### src/rtl/fix_stream_sched.sv
`timescale 1ns/1ps
`default_nettype none
// ============================================================================
// Module      : fix_stream_sched
// Description : Message-level round-robin scheduler sharing one fix_parser
//               between NREQ FIX byte-stream requesters. A grant covers a
//               whole message. The parser is resynchronised with a one-cycle
//               p_rst_o pulse before every message and after an abort. Bytes
//               reach the parser through one register stage. A requester that
//               stalls for TIMEOUT cycles mid-message is aborted.
// Ports       : clk, rst (async, active-high)
//               req_valid_i/req_data_i/req_last_i/req_ready_o : requesters
//               p_data_o/p_ctrl_o/p_rst_o                     : to parser
//               grant_o/grant_id_o/busy_o/abort_o             : status
// Options     : FIX_SCHED_SOH_CHECK_EN - abort when a message's last byte
//               is not SOH (8'h01).
// Revision    : 1.0 - initial release
// ============================================================================
module fix_stream_sched #(
    parameter int NREQ     = 4,
    parameter int IDLE_GAP = 2,
    parameter int TIMEOUT  = 255
) (
    input  logic                    clk,
    input  logic                    rst,
    input  logic [NREQ-1:0]         req_valid_i,
    input  logic [8*NREQ-1:0]       req_data_i,
    input  logic [NREQ-1:0]         req_last_i,
    output logic [NREQ-1:0]         req_ready_o,
    output logic [7:0]              p_data_o,
    output logic                    p_ctrl_o,
    output logic                    p_rst_o,
    output logic [NREQ-1:0]         grant_o,
    output logic [$clog2(NREQ)-1:0] grant_id_o,
    output logic                    busy_o,
    output logic                    abort_o
);

    localparam int ID_W = $clog2(NREQ);

    localparam logic [2:0] c_idle  = 3'd0;
    localparam logic [2:0] c_flush = 3'd1;
    localparam logic [2:0] c_xfer  = 3'd2;
    localparam logic [2:0] c_gap   = 3'd3;
    localparam logic [2:0] c_abort = 3'd4;

    localparam logic [15:0]     c_timeout_m1 = 16'(TIMEOUT - 1);
    // With IDLE_GAP = 0 the GAP state is never entered, so the wrapped value is unused.
    localparam logic [3:0]      c_gap_m1     = 4'(IDLE_GAP - 1);
    localparam logic [ID_W-1:0] c_last_id    = ID_W'(NREQ - 1);
    localparam bit              c_has_gap    = (IDLE_GAP != 0);

    logic [2:0]      r_state;
    logic [2:0]      w_state_nxt;
    logic [ID_W-1:0] r_ptr;
    logic [ID_W-1:0] r_gid;
    logic [15:0]     r_stall;
    logic [3:0]      r_gap;
    logic [7:0]      r_p_data;
    logic            r_p_ctrl;

    logic            w_sel_valid;
    logic            w_sel_last;
    logic [7:0]      w_sel_data;
    logic [NREQ-1:0] w_onehot;
    logic            w_pick_any;
    logic [ID_W-1:0] w_pick_id;
    int              w_scan;
    logic            w_acc;
    logic            w_bad_last;
    logic [ID_W-1:0] w_gid_inc;
    logic            w_busy;

    // Select the current owner's byte lane and build its one-hot code.
    always_comb begin
        w_sel_valid = 1'b0;
        w_sel_last  = 1'b0;
        w_sel_data  = 8'h00;
        w_onehot    = '0;
        for (int k = 0; k < NREQ; k++) begin
            if (r_gid == ID_W'(k)) begin
                w_sel_valid = req_valid_i[k];
                w_sel_last  = req_last_i[k];
                w_sel_data  = req_data_i[8*k +: 8];
                w_onehot[k] = 1'b1;
            end
        end
    end

    // Round-robin pick: first valid requester at or after r_ptr, wrapping.
    always_comb begin
        w_pick_any = 1'b0;
        w_pick_id  = '0;
        w_scan     = 0;
        for (int i = 0; i < NREQ; i++) begin
            w_scan = int'(r_ptr) + i;
            if (w_scan >= NREQ) begin
                w_scan = w_scan - NREQ;
            end
            if (!w_pick_any && req_valid_i[w_scan[ID_W-1:0]]) begin
                w_pick_any = 1'b1;
                w_pick_id  = w_scan[ID_W-1:0];
            end
        end
    end

    assign w_acc     = (r_state == c_xfer) && w_sel_valid;
    assign w_gid_inc = (r_gid == c_last_id) ? '0 : r_gid + ID_W'(1);

`ifdef FIX_SCHED_SOH_CHECK_EN
    assign w_bad_last = w_sel_last && (w_sel_data != 8'h01);
`else
    assign w_bad_last = 1'b0;
`endif

    // Next-state logic
    always_comb begin
        w_state_nxt = r_state;
        case (r_state)
            c_idle: begin
                if (w_pick_any) begin
                    w_state_nxt = c_flush;
                end
            end
            c_flush: begin
                w_state_nxt = c_xfer;
            end
            c_xfer: begin
                if (w_acc) begin
                    if (w_sel_last) begin
                        if (w_bad_last) begin
                            w_state_nxt = c_abort;
                        end else if (c_has_gap) begin
                            w_state_nxt = c_gap;
                        end else begin
                            w_state_nxt = c_idle;
                        end
                    end
                end else if (r_stall == c_timeout_m1) begin
                    // This idle cycle brings the stall count to TIMEOUT.
                    w_state_nxt = c_abort;
                end
            end
            c_gap: begin
                if (r_gap == 4'd0) begin
                    w_state_nxt = c_idle;
                end
            end
            c_abort: begin
                w_state_nxt = c_idle;
            end
            default: begin
                w_state_nxt = c_idle;
            end
        endcase
    end

    always_ff @(posedge clk or posedge rst) begin
        if (rst) begin
            r_state <= c_idle;
        end else begin
            r_state <= w_state_nxt;
        end
    end

    // Owner, rotation pointer, counters and the parser-facing byte stage.
    always_ff @(posedge clk or posedge rst) begin
        if (rst) begin
            r_ptr    <= '0;
            r_gid    <= '0;
            r_stall  <= 16'd0;
            r_gap    <= 4'd0;
            r_p_data <= 8'h00;
            r_p_ctrl <= 1'b0;
        end else begin
            r_p_ctrl <= w_acc;
            if (w_acc) begin
                r_p_data <= w_sel_data;
            end
            case (r_state)
                c_idle: begin
                    if (w_pick_any) begin
                        r_gid <= w_pick_id;
                    end
                end
                c_flush: begin
                    r_stall <= 16'd0;
                end
                c_xfer: begin
                    if (w_acc) begin
                        r_stall <= 16'd0;
                        r_gap   <= c_gap_m1;
                        // A rejected last byte rotates the pointer in ABORT instead.
                        if (w_sel_last && !w_bad_last) begin
                            r_ptr <= w_gid_inc;
                        end
                    end else begin
                        r_stall <= r_stall + 16'd1;
                    end
                end
                c_gap: begin
                    r_gap <= r_gap - 4'd1;
                end
                c_abort: begin
                    r_ptr <= w_gid_inc;
                end
                default: begin
                end
            endcase
        end
    end

    assign w_busy      = (r_state != c_idle);
    assign busy_o      = w_busy;
    // Ready depends only on state and owner so a requester never sees a
    // combinational path from its own valid.
    assign req_ready_o = (r_state == c_xfer) ? w_onehot : '0;
    assign grant_o     = w_busy ? w_onehot : '0;
    assign grant_id_o  = w_busy ? r_gid : '0;
    assign p_rst_o     = (r_state == c_flush) || (r_state == c_abort);
    assign abort_o     = (r_state == c_abort);
    assign p_data_o    = r_p_data;
    assign p_ctrl_o    = r_p_ctrl;

endmodule
`default_nettype wire

### config.mk
export PLATFORM = sky130hd
export DESIGN_NAME = fix_stream_sched
export DESIGN_NICKNAME = d
export VERILOG_FILES = /design/src/rtl/fix_stream_sched.sv
export SDC_FILE = /design/constraint.sdc
export NUM_CORES = 1
export LEC_CHECK = 0
export ABC_AREA = 1
export ABC_CLOCK_PERIOD_IN_PS = 3170
export CORE_MARGIN = 3
export CORE_UTILIZATION = 32
export CTS_BUF_LIST = sky130_fd_sc_hd__clkbuf_8
export CTS_CLUSTER_SIZE = 25
export DETAILED_ROUTE_END_ITERATION = 8
export PLACE_DENSITY = 0.63
export SLEW_MARGIN = 5
export SYNTH_ARGS = -nofsm -noshare
export SYNTH_HDL_FRONTEND = slang
export SYNTH_SLANG_ARGS = --single-unit
### constraint.sdc
create_clock -name clk -period 3.17 [get_ports clk]
set_input_delay 0.317 -clock clk [delete_from_list [all_inputs] [get_ports clk]]
set_output_delay 0.317 -clock clk [all_outputs]
set_load 0.005 [all_outputs]
==> Yosys cells after proc, flatten, opt, wreduce, memory -nomap -nowiden <==
Cells that the tools add are included.
{ "op_classes": {"addsub": 10, "mul": 0, "div": 0, "n_lt_le_gt_ge": 8, "n_eq_ne": 14, "shifts": 0, "mux": 53, "n_bitwise": 0, "n_reduce_logical": 19} }
{ "ops": {"columns": ["cell", "count"], "rows": [
  ["$mux 8", 4],
  ["$pmux 16 s2", 1],
  ["$mux 2", 12],
  ["$mux 1", 20],
  ["$add 16x1->16 const B", 1],
  ["$eq 16x8->1 const B", 1],
  ["$mux 16", 1],
  ["$mux 3", 5],
  ["$lt 2x3->1 const B", 4],
  ["$mux 4", 3],
  ["$pmux 3 s4", 1],
  ["$ge 3x3->1 const B", 3],
  ["$bmux 1 s2", 4],
  ["$ne 2x2->1 const B", 4],
  ["$pmux 4 s2", 1],
  ["$sub 2x1->2 const B", 4],
  ["$add 2x2->3 const B", 2],
  ["$eq 3x2->1 const B", 2],
  ["$ne 3x3->1 const B", 2],
  ["$reduce_bool 2->1", 3],
  ["$eq 2x2->1 const B", 2],
  ["$logic_and 1x1->1", 4],
  ["$logic_not 4->1", 1],
  ["$pmux 2 s2", 1],
  ["other kinds (15)", 18]
]} }
{ "totals": {"register_bits": 36, "latchBits": 0, "ramBits": 0, "romBits": 0, "out_inout_bits": 22, "elab_cells": 111, "n_memories": 0} }

==> Depth between registers and ports, before layout <==
Gate-level depths: netlist of run 1.
{ "depth": {"ltp_word": 16, "mapped_depth": 12} }

==> Worst setup path before layout of run 1 <==
Ideal clock, no wire load.
{ "synth_timing": {"path_kind": "reg2reg", "start": "register r_gid[0]", "end": "register r_ptr[0]", "arrival_time_ps": 1490, "required_ps": 3051, "setup_slack_ps": 1560, "path_stages_with_launch": 10, "path_buffers": 1, "synth_period_minus_slack_ps": 1610, "path_cell_list": "dfrtp_1 -> inv_1 -> ha_1 -> a21oi_1 -> nand2_4 -> nand2_4 -> nand2_8 -> buf_6 -> o211ai_2 -> nand2_1"} }
{ "synth_between": {"elab_chain_len": 8, "elab_cells_between_ends": 21, "classes_between": "add/sub: 1; eq/ne: 5; mux: 12; reduce/logical: 3"} }
{ "synth_lines": {"columns": ["item", "line", "source"], "rows": [
  ["start: declaration", "56", "logic [ID_W-1:0] r_gid;"],
  ["start signal: assignment", "183", "r_gid <= w_pick_id;"],
  ["$logic_not 2->1", "81", "if (r_gid == ID_W'(k)) begin"],
  ["$mux 1 (4 in a row)", "81", null],
  ["$logic_and 1x1->1", "107", "assign w_acc = (r_state == c_xfer) && w_sel_valid;"],
  ["$ne 2x2->1 (no source line)", null, null],
  ["$reduce_and 3->1 (no source line)", null, null],
  ["end signal: assignment", "195", "r_ptr <= w_gid_inc;"],
  ["end signal: assignment", "205", "r_ptr <= w_gid_inc;"],
  ["end: declaration", "55", "logic [ID_W-1:0] r_ptr;"]
]} }
Parallel ways exist; a longest one is shown, timed or not. The select of a mux whose other input is x is not followed.
A chain may end at the register's enable or synchronous reset.

==> Worst setup path after layout of run 1 <==
{ "layout_timing": {"start": "register r_gid[1]", "end": "output req_ready_o[1]"} }
{ "layout_between": {"elab_chain_len": 3} }
{ "layout_lines": {"columns": ["item", "line", "source"], "rows": [
  ["$eq 2x1->1", "81", null],
  ["$mux 1", "81", null],
  ["$mux 4", "217", "assign req_ready_o = (r_state == c_xfer) ? w_onehot : '0;"],
  ["end: declaration", "29", "output logic [NREQ-1:0] req_ready_o,"]
]} }
Every way passes these cells.

==> impl_metrics.tcl, run 1 <==
set metrics [dict create \
    status "finished, final reports clean" \
    final_cells 513 \
    cts_made_buffers 5 \
    cts_setup_buffers 0 \
    postSynthAreaPerCell_um2 7.28 \
    drv_slew 0 \
    p_leak_nw 1.55 \
    fin_skew_ps 4.09 \
    wire_per_inst_um 12.2 \
    grt_pass1_vias 2393 \
    hold_slack_ps 434 \
    p_per_area_mw_per_mm2 791 \
    die_area_mm2 0.00907 \
    arrival_ps 2130 \
    maxCapViolCount 0 \
    crit_fanout 11 \
    io_pins 64 \
    fin_crit_ps 2440 \
    cts.repair.resized 0 \
    setup_tns_ps 0 \
    synth.cell_area_mm2 0.00255 \
    globalplace.congestion 0.836 \
    ctsHoldBuffers 0 \
    rsz0062_at_grt "no" \
    hold_path_class "in2async" \
    hold_viol 0 \
    firstDrtPassIters 4 \
    fmaxAchievable_mhz 409 \
    area_growth_pct 30.4 \
    crit_path_end_kind "primary output" \
    synth_top_area_share_pct 35.3 \
    grt_max_degree 37 \
    synthTopCellsByArea "dfrtp_1 (35%), nand2_1 (14%), inv_1 (5.0%), nor2_1 (4.7%), o21ai_0 (4.1%)" \
    ys_types 40 \
    vias_per_cell 4.72 \
    dpl.cell_count 506 \
    async_flop_share_pct 100 \
    fin_nets 463 \
    synth_edf_count 0 \
    cp-start-kind "flop" \
    synth.most_common_cell "nand2_1" \
    ys_top_cells_by_count "nand2_1 (94), dfrtp_1 (36), inv_1 (34)" \
    synth-seq-cells 36 \
    placedInstanceArea_mm2 0.00325 \
    dpl.hpwl_um 4940 \
    htree_levels 2 \
    ir_drop_v 0.000321 \
    netlist_instances 350 \
    fp.dieW_um 95.2 \
    track_usage_pct 14.3 \
    drc_errors 0 \
    period_share_pct 77.0 \
    worst_ep_required_time_ps 2850 \
    wl_um 6230 \
    grt_pass1_wl_um 10400 \
    clk_pin_slew_ps 70 \
    start_util_pct 34.0 \
    core_mm2 0.00749 \
    rows 31 \
    power.total_mw 2.63 \
    numPortBuffers 63 \
    r2r_slack_ps 1030 \
    cts-root-buf "clkbuf_8" \
    antenna_found_initial 0 \
    ys_seq_area_share_pct 35.3 \
    drtIter0Drc 89 \
    n_antenna_cell 0 \
    via_count 2423 \
    grt-ovfl-total 0 \
    tightest_slew_ps 468 \
    drive_above_1_share_pct 11.1 \
    cts_tree "done" \
    clk_latency_ps 290 \
    synth_fp_nets 399 \
    final_area_mm2 0.00332 \
    synth.largest_area_cell "dfrtp_1" \
    critPathKind "reg2out" \
    reg2reg_depth 12 \
    clk_path_buf_depth 2 \
    yosys_warnings 0 \
    die_h_um 95.2 \
    cts_sinks 36 \
    setup_violations 0 \
    synth_flop_cell "dfrtp_1" \
    rr_endpoint "r_state[1]" \
    relSlewSlack_pct 68.8 \
    ant_nets 0 \
    r2r-start "r_gid[1]" \
]
==> report_power, final <==
part	switching [mW]	internal, mW
Sequential	0.125	0.597
Clock	0.151	0.146
Combinational	0.950	0.661
==> critical path: stages, from the launching register on <==
cell and delay [ps]:
dfrtp_1 400, inv_1 140, ha_1 470, inv_1 180, nor2_1 140, clkdlybuf4s50_1 510
==> flip-flops by register name (all words and copies together) (netlist names) <==
signal	cells
p_data_o	8
r_gap	4
p_ctrl_o	1
r_gid	2
r_state	3
r_ptr	2
r_stall	16
==> cell families after synthesis <==
family	share of synthesized area, %
adders and majority gates	3.44
xor gates and xnor gates	3.09
and+or+nand+nor	34.6
buffers and inverters	9.72
DFF	35.3
AOI/OAI and AO/OA	13.8
==> worst max-delay path by stage <==
stage                     startpoint              to  slack (ps)
after floorplan             r_gid[0]        r_ptr[0]        1560
after global placement      r_gid[0]  req_ready_o[2]        1100
after detailed placement    r_gid[0]  req_ready_o[2]        1040
after CTS                   r_gid[1]  req_ready_o[1]         730
after global routing        r_gid[1]  req_ready_o[1]         560
final                       r_gid[1]  req_ready_o[1]         730
==> area by class of cell <==
type,count,area (um^2)
fillers,769,4160
multi-input cells,260,1400
flip-flops and latches,36,901
repair buffers,64,638
inverters,47,184
well taps,99,124
clock buffers,5,68.8
clock inverters,2,8.76
==> per-stage QoR <==
step / utilization (%) / setup slack, ps
global placement: 43.4 / 1100
detailed placement: 43.4 / 1040
finish: 44.4 / 728
global route: 44.4 / 557
floorplan: - / 1560
CTS: 44.4 / 728
==> layer usage <==
layer,track usage (%),vias to the layer above,part of all wire (%)
met5,0,-,0
li1,-,1262,-
met3,2.53,10,3.8
met4,5.17,0,1.6
met1,19.2,1099,47
met2,22.9,52,48
==> cell usage in the layout, fill, tap and decap left out, types with 2 or more instances in the layout <==
cell,instances
nand2_1,94
clkdlybuf4s50_1,63
dfrtp_1,36
inv_1,35
nor2_1,32
o21ai_0,21
nand3_1,15
a21oi_1,13
o21ai_1,13
nand4_1,11
inv_2,10
xor2_1,9
ha_1,7
nand2_2,6
nor3_1,5
o22ai_1,5
clkbuf_8,5
nand2_4,3
nand3_2,3
nor2_4,3
o21ai_2,3
nor3_2,2
nor2_2,2
(Power assumes the default switching activity.)
==> run 2, diff against run 1 <==
Settings changed: ABC_CLOCK_PERIOD_IN_PS 3170 to 2200, PLACE_DENSITY 0.63 to 0.65.
Clock period 3.17 ns to 2.2 ns, I/O delays scaled along.
==> run 2 against run 1 <==
  * Die area did not move
  * Highest routed layer unchanged
  * Utilization rose by 0.48 points
  * Register-to-register slack got worse by 650 ps
  * Clock skew rose by 0.89 ps
==> impl_metrics.tcl, run 2 (synthesis gave the netlist of run 1 again) <==
set metrics [dict create \
    status "finished, final reports clean" \
    grt-ovfl-total 0 \
    wl_um 6620 \
    cts-root-buf "clkbuf_8" \
    ant_nets 0 \
    placedInstanceArea_mm2 0.00326 \
    clk_latency_ps 280 \
    drv_slew 0 \
    n_antenna_cell 0 \
    rr_endpoint "r_stall[10]" \
    power.total_mw 3.94 \
    antenna_found_initial 0 \
    hold_slack_ps 335 \
    clk_pin_slew_ps 70 \
    p_leak_nw 1.56 \
    arrival_ps 1810 \
    drtIter0Drc 131 \
    start_util_pct 34.0 \
    ir_drop_v 0.000445 \
    via_count 2456 \
    crit_fanout 5 \
    ctsHoldBuffers 0 \
    globalplace.congestion 0.784 \
    place_ws_ps 388 \
    worst_slack_ps 166 \
    grt_pass1_vias 2334 \
    fin_skew_ps 4.99 \
    grt_max_degree 37 \
    final_area_mm2 0.00336 \
    tightest_slew_ps 450 \
    rows 31 \
    hold_path_class "in2async" \
    setup_violations 0 \
    setup_tns_ps 0 \
    cp-start-kind "flop" \
    fmaxAchievable_mhz 492 \
    fp.dieW_um 95.2 \
    core_mm2 0.00749 \
    vias_per_cell 4.77 \
    fin_nets 465 \
    io_pins 64 \
    largest_reg_flops 16 \
    grt_pass1_wl_um 10700 \
    numPortBuffers 63 \
    cts_made_buffers 5 \
    cts_tree "done" \
    worst_ep_required_time_ps 1980 \
    die_area_mm2 0.00907 \
    clk_path_buf_depth 2 \
    final_common_cell "nand2_1" \
    period_share_pct 92.4 \
    fin_crit_ps 2030 \
    cts_sinks 36 \
    crit_path_end_kind "primary output" \
    drive_above_1_share_pct 12.0 \
    die_h_um 95.2 \
    area_growth_pct 31.9 \
    r2r_slack_ps 380 \
    reg2reg_depth 12 \
    drc_errors 0 \
    final_cell_mix "nand2_1 (94), clkdlybuf4s50_1 (63), dfrtp_1 (36)" \
    rsz0062_at_grt "no" \
    p_per_area_mw_per_mm2 1170 \
    n_fill_cell 756 \
    wire_per_inst_um 12.9 \
    firstDrtPassIters 4 \
    maxCapViolCount 0 \
    top_register "r_stall" \
    hold_viol 0 \
    r2r-start "r_gid[1]" \
    htree_levels 2 \
    relSlewSlack_pct 70.0 \
    track_usage_pct 15.0 \
    critPathKind "reg2out" \
    dpl.hpwl_um 5250 \
]
[run 2: cell count changes in the layout (fill, tap and decap cells not counted), sizes merged]
cell / change
clkbuf: +2
clkinv: -1
inv: -1
buf: +2
[run 2: what timing repair did]
item	CTS	global route
buffers inserted	0	0
resized for setup	0	1
endpoints found under the setup margin	0	2
[run 2: metal layers]
layer | up-vias | GRT usage, % | routed length (um)
li1 | 1266 | - | -
met1 | 1116 | 19.8 | 3090
met2 | 70 | 24.1 | 2900
met3 | 4 | 3.95 | 566
met4 | 0 | 4.33 | 66
met5 | - | 0 | 0
[run 2: final cells by class]
class | count | area (um^2) | area share (%)
timing repair buffer | 66 | 653 | 19.4
sequential | 36 | 901 | 26.8
tap | 99 | 124 | 3.69
clock buffer | 7 | 96.3 | 2.87
inverter | 47 | 184 | 5.47
multi-input combinational | 260 | 1400 | 41.7
[run 2: through the flow]
| step | instances | utilization [%] |
|---|---|---|
| final | 515 | 44.9 |
| after global routing | 515 | 44.9 |
| after CTS | 515 | 44.9 |
| after detailed placement | 508 | 43.6 |
| after global placement | 508 | 43.6 |
| after floorplan | 350 | - |
[run 2: worst max path at each step]
stage,from,endpoint,depth (start not counted)
after floorplan,r_gid[0],r_ptr[0],9
after CTS,r_gid[0],grant_o[2],5
after global placement,r_gid[0],r_stall[10],10
final,r_gid[1],req_ready_o[1],5
after detailed placement,r_gid[0],r_stall[10],10
after global routing,r_gid[1],grant_o[0],5
[run 2: power by group]
part           internal [mW]  total (mW)  switching, mW  leakage (nW)
combinational          0.972        2.40           1.43          1.03
clock                  0.279       0.500          0.221        0.0503
sequential             0.860        1.04          0.175         0.476
total                   2.11        3.94           1.83          1.56
[run 2: worst max-delay path, stage by stage (launching register included)]
cell	delay, ps
dfrtp_1	400
inv_1	160
ha_1	240
inv_1	110
nor2_1	110
clkdlybuf4s50_1	520
==> run 3, diff against run 2 <==
Settings changed: CORE_MARGIN 3 to unset, CORE_UTILIZATION 32 to 46, PLACE_DENSITY 0.65 to 0.86.
==> run 3 against run 2 <==
  * Clock-buffer cell count down 2
  * Critical path type unchanged
  * Largest power group unchanged
  * Power fell by 3.0%
  * Sequential power is essentially flat
  * Design area fell by 1.7%
  * Hold slack better by 1.1 ps
  * Register-to-register slack worse by 80 ps
  * Critical path depth unchanged
==> impl_metrics.tcl, run 3 (synthesis gave the netlist of run 1 again) <==
set metrics [dict create \
    drv_slew 0 \
    n_antenna_cell 0 \
    ir_drop_v 0.000900 \
    htree_levels 2 \
    cts_made_buffers 5 \
    fin_crit_ps 1990 \
    tightest_slew_ps 437 \
    wl_um 5880 \
    vias_per_cell 5.10 \
    crit_chain "inv_1 > ha_1 > inv_1 > nor2_1 > clkdlybuf4s50_1" \
    dpl.hpwl_um 4590 \
    largest_reg_flops 16 \
    cts.repair.resized 0 \
    met3_length_um 286 \
    hold_viol 0 \
    setup_tns_ps 0 \
    path_buf_inv 3 \
    globalplace.congestion 0.878 \
    crit_path_end_kind "primary output" \
    r2r-start "r_gid[0]" \
    area_growth_pct 29.6 \
    grt_max_degree 37 \
    grt_pass1_wl_um 10200 \
    top_register "r_stall" \
    via_count 2479 \
    drive_above_1_share_pct 11.5 \
    hold_slack_ps 336 \
    wire_per_inst_um 12.1 \
    rr_endpoint "r_state[1]" \
    cp_top_family "buffers and inverters" \
    grt_pass1_vias 2343 \
    track_usage_pct 21.4 \
    final_common_cell "nand2_1" \
    reg2reg_depth 12 \
    final_cell_mix "nand2_1 (94), clkdlybuf4s50_1 (63), dfrtp_1 (36)" \
    cts_sinks 36 \
    numPortBuffers 63 \
    maxCapViolCount 0 \
    p_leak_nw 1.56 \
    r2r_slack_ps 300 \
    rows 26 \
    wl_met1_um 2700 \
    hold_path_class "in2async" \
    start_util_pct 49.0 \
    fmaxAchievable_mhz 502 \
    clk_pin_slew_ps 60 \
    fin_skew_ps 1.83 \
    drtIter0Drc 106 \
    multiInputGateArea_mm2 0.00140 \
    rsz0062_at_grt "no" \
    ant_nets 0 \
    max_stage_delay_ps 520 \
    period_share_pct 90.6 \
    met2_length_um 2840 \
    seq_area_um2 901 \
    clk_path_buf_depth 2 \
    relSlewSlack_pct 70.9 \
    p_sw_share_pct 46.7 \
    fin_nets 465 \
    firstDrtPassIters 4 \
    antenna_found_initial 0 \
    pwr-share-clk_pct 11.2 \
    seq_power_share_pct 27.2 \
    grt-ovfl-total 0 \
    p_switching_mw 1.79 \
    cts_tree "done" \
    slowest_stage "clkdlybuf4s50_1" \
    io_pins 64 \
    die_area_mm2 0.00584 \
    fp.dieW_um 76.4 \
    crit_fanout 4 \
    p_per_area_mw_per_mm2 1160 \
    core_mm2 0.00520 \
    critPathKind "reg2out" \
    clk_latency_ps 290 \
    cts-root-buf "clkbuf_8" \
    drc_errors 0 \
    ctsHoldBuffers 0 \
    worst_ep_required_time_ps 1980 \
    cts_setup_buffers 0 \
    comb_power_share_pct 61.6 \
    n_fill_cell 445 \
    status "finished, final reports clean" \
    arrival_ps 1770 \
    intPower_mw 2.04 \
    path_common_cell "inv_1" \
    die_h_um 76.4 \
    highest_layer "met4" \
    cp-start-kind "flop" \
    setup_violations 0 \
]
[run 3: stage by stage]
stage,worst slack [ps],cell area (um^2),util (%),total power [mW],instances
after floorplan,590,2550,-,2.72,350
after global placement,408,3230,62.0,3.33,479
after detailed placement,324,3230,62.0,3.40,479
after CTS,204,3300,63.5,3.83,486
after global routing,78.3,3300,63.5,4.20,486
final,207,3300,63.5,3.82,486
[run 3: worst reg2reg max path, stage by stage, from the launching register on]
cell and delay [ps]:
dfrtp_1 410, inv_1 110, ha_1 240, buf_4 180
a21oi_2 120, nand2_2 70, nand2_4 80, nand2_4 70
nand2_8 160, inv_2 80, nand2_2 80, and2_1 140
o21ai_2 50
[run 3: power groups by stage]
stage	logic (mW)	registers (mW)	clock network, mW
floorplan	1.72	0.999	0
global placement	2.29	1.04	0
detailed placement	2.35	1.05	0
CTS	2.36	1.04	0.433
global route	2.66	1.07	0.466
finish	2.35	1.04	0.428
[run 3: area by class of cell]
class                      instances  area share (%)
inverter                          47            5.57
sequential                        36            27.3
timing repair buffer              66            19.8
tap                               70            2.65
clock inverter                     2           0.265
clock buffer                       5            2.08
multi-input combinational        260            42.4
[run 3: per-layer routing]
layer | track usage, % | vias to the layer above
li1 | - | 1265
met1 | 27.9 | 1139
met2 | 36.6 | 68
met3 | 3.23 | 7
met4 | 5.96 | 0
met5 | 0 | -
[run 3: worst max-delay path by stage]
stage / endpoint / startpoint / depth (start not counted)
finish: req_ready_o[0] / r_gid[0] / 5
global route: req_ready_o[3] / r_gid[0] / 4
CTS: req_ready_o[0] / r_gid[0] / 5
detailed placement: r_state[1] / r_gid[0] / 12
global placement: r_state[1] / r_gid[0] / 12
floorplan: r_ptr[0] / r_gid[0] / 9
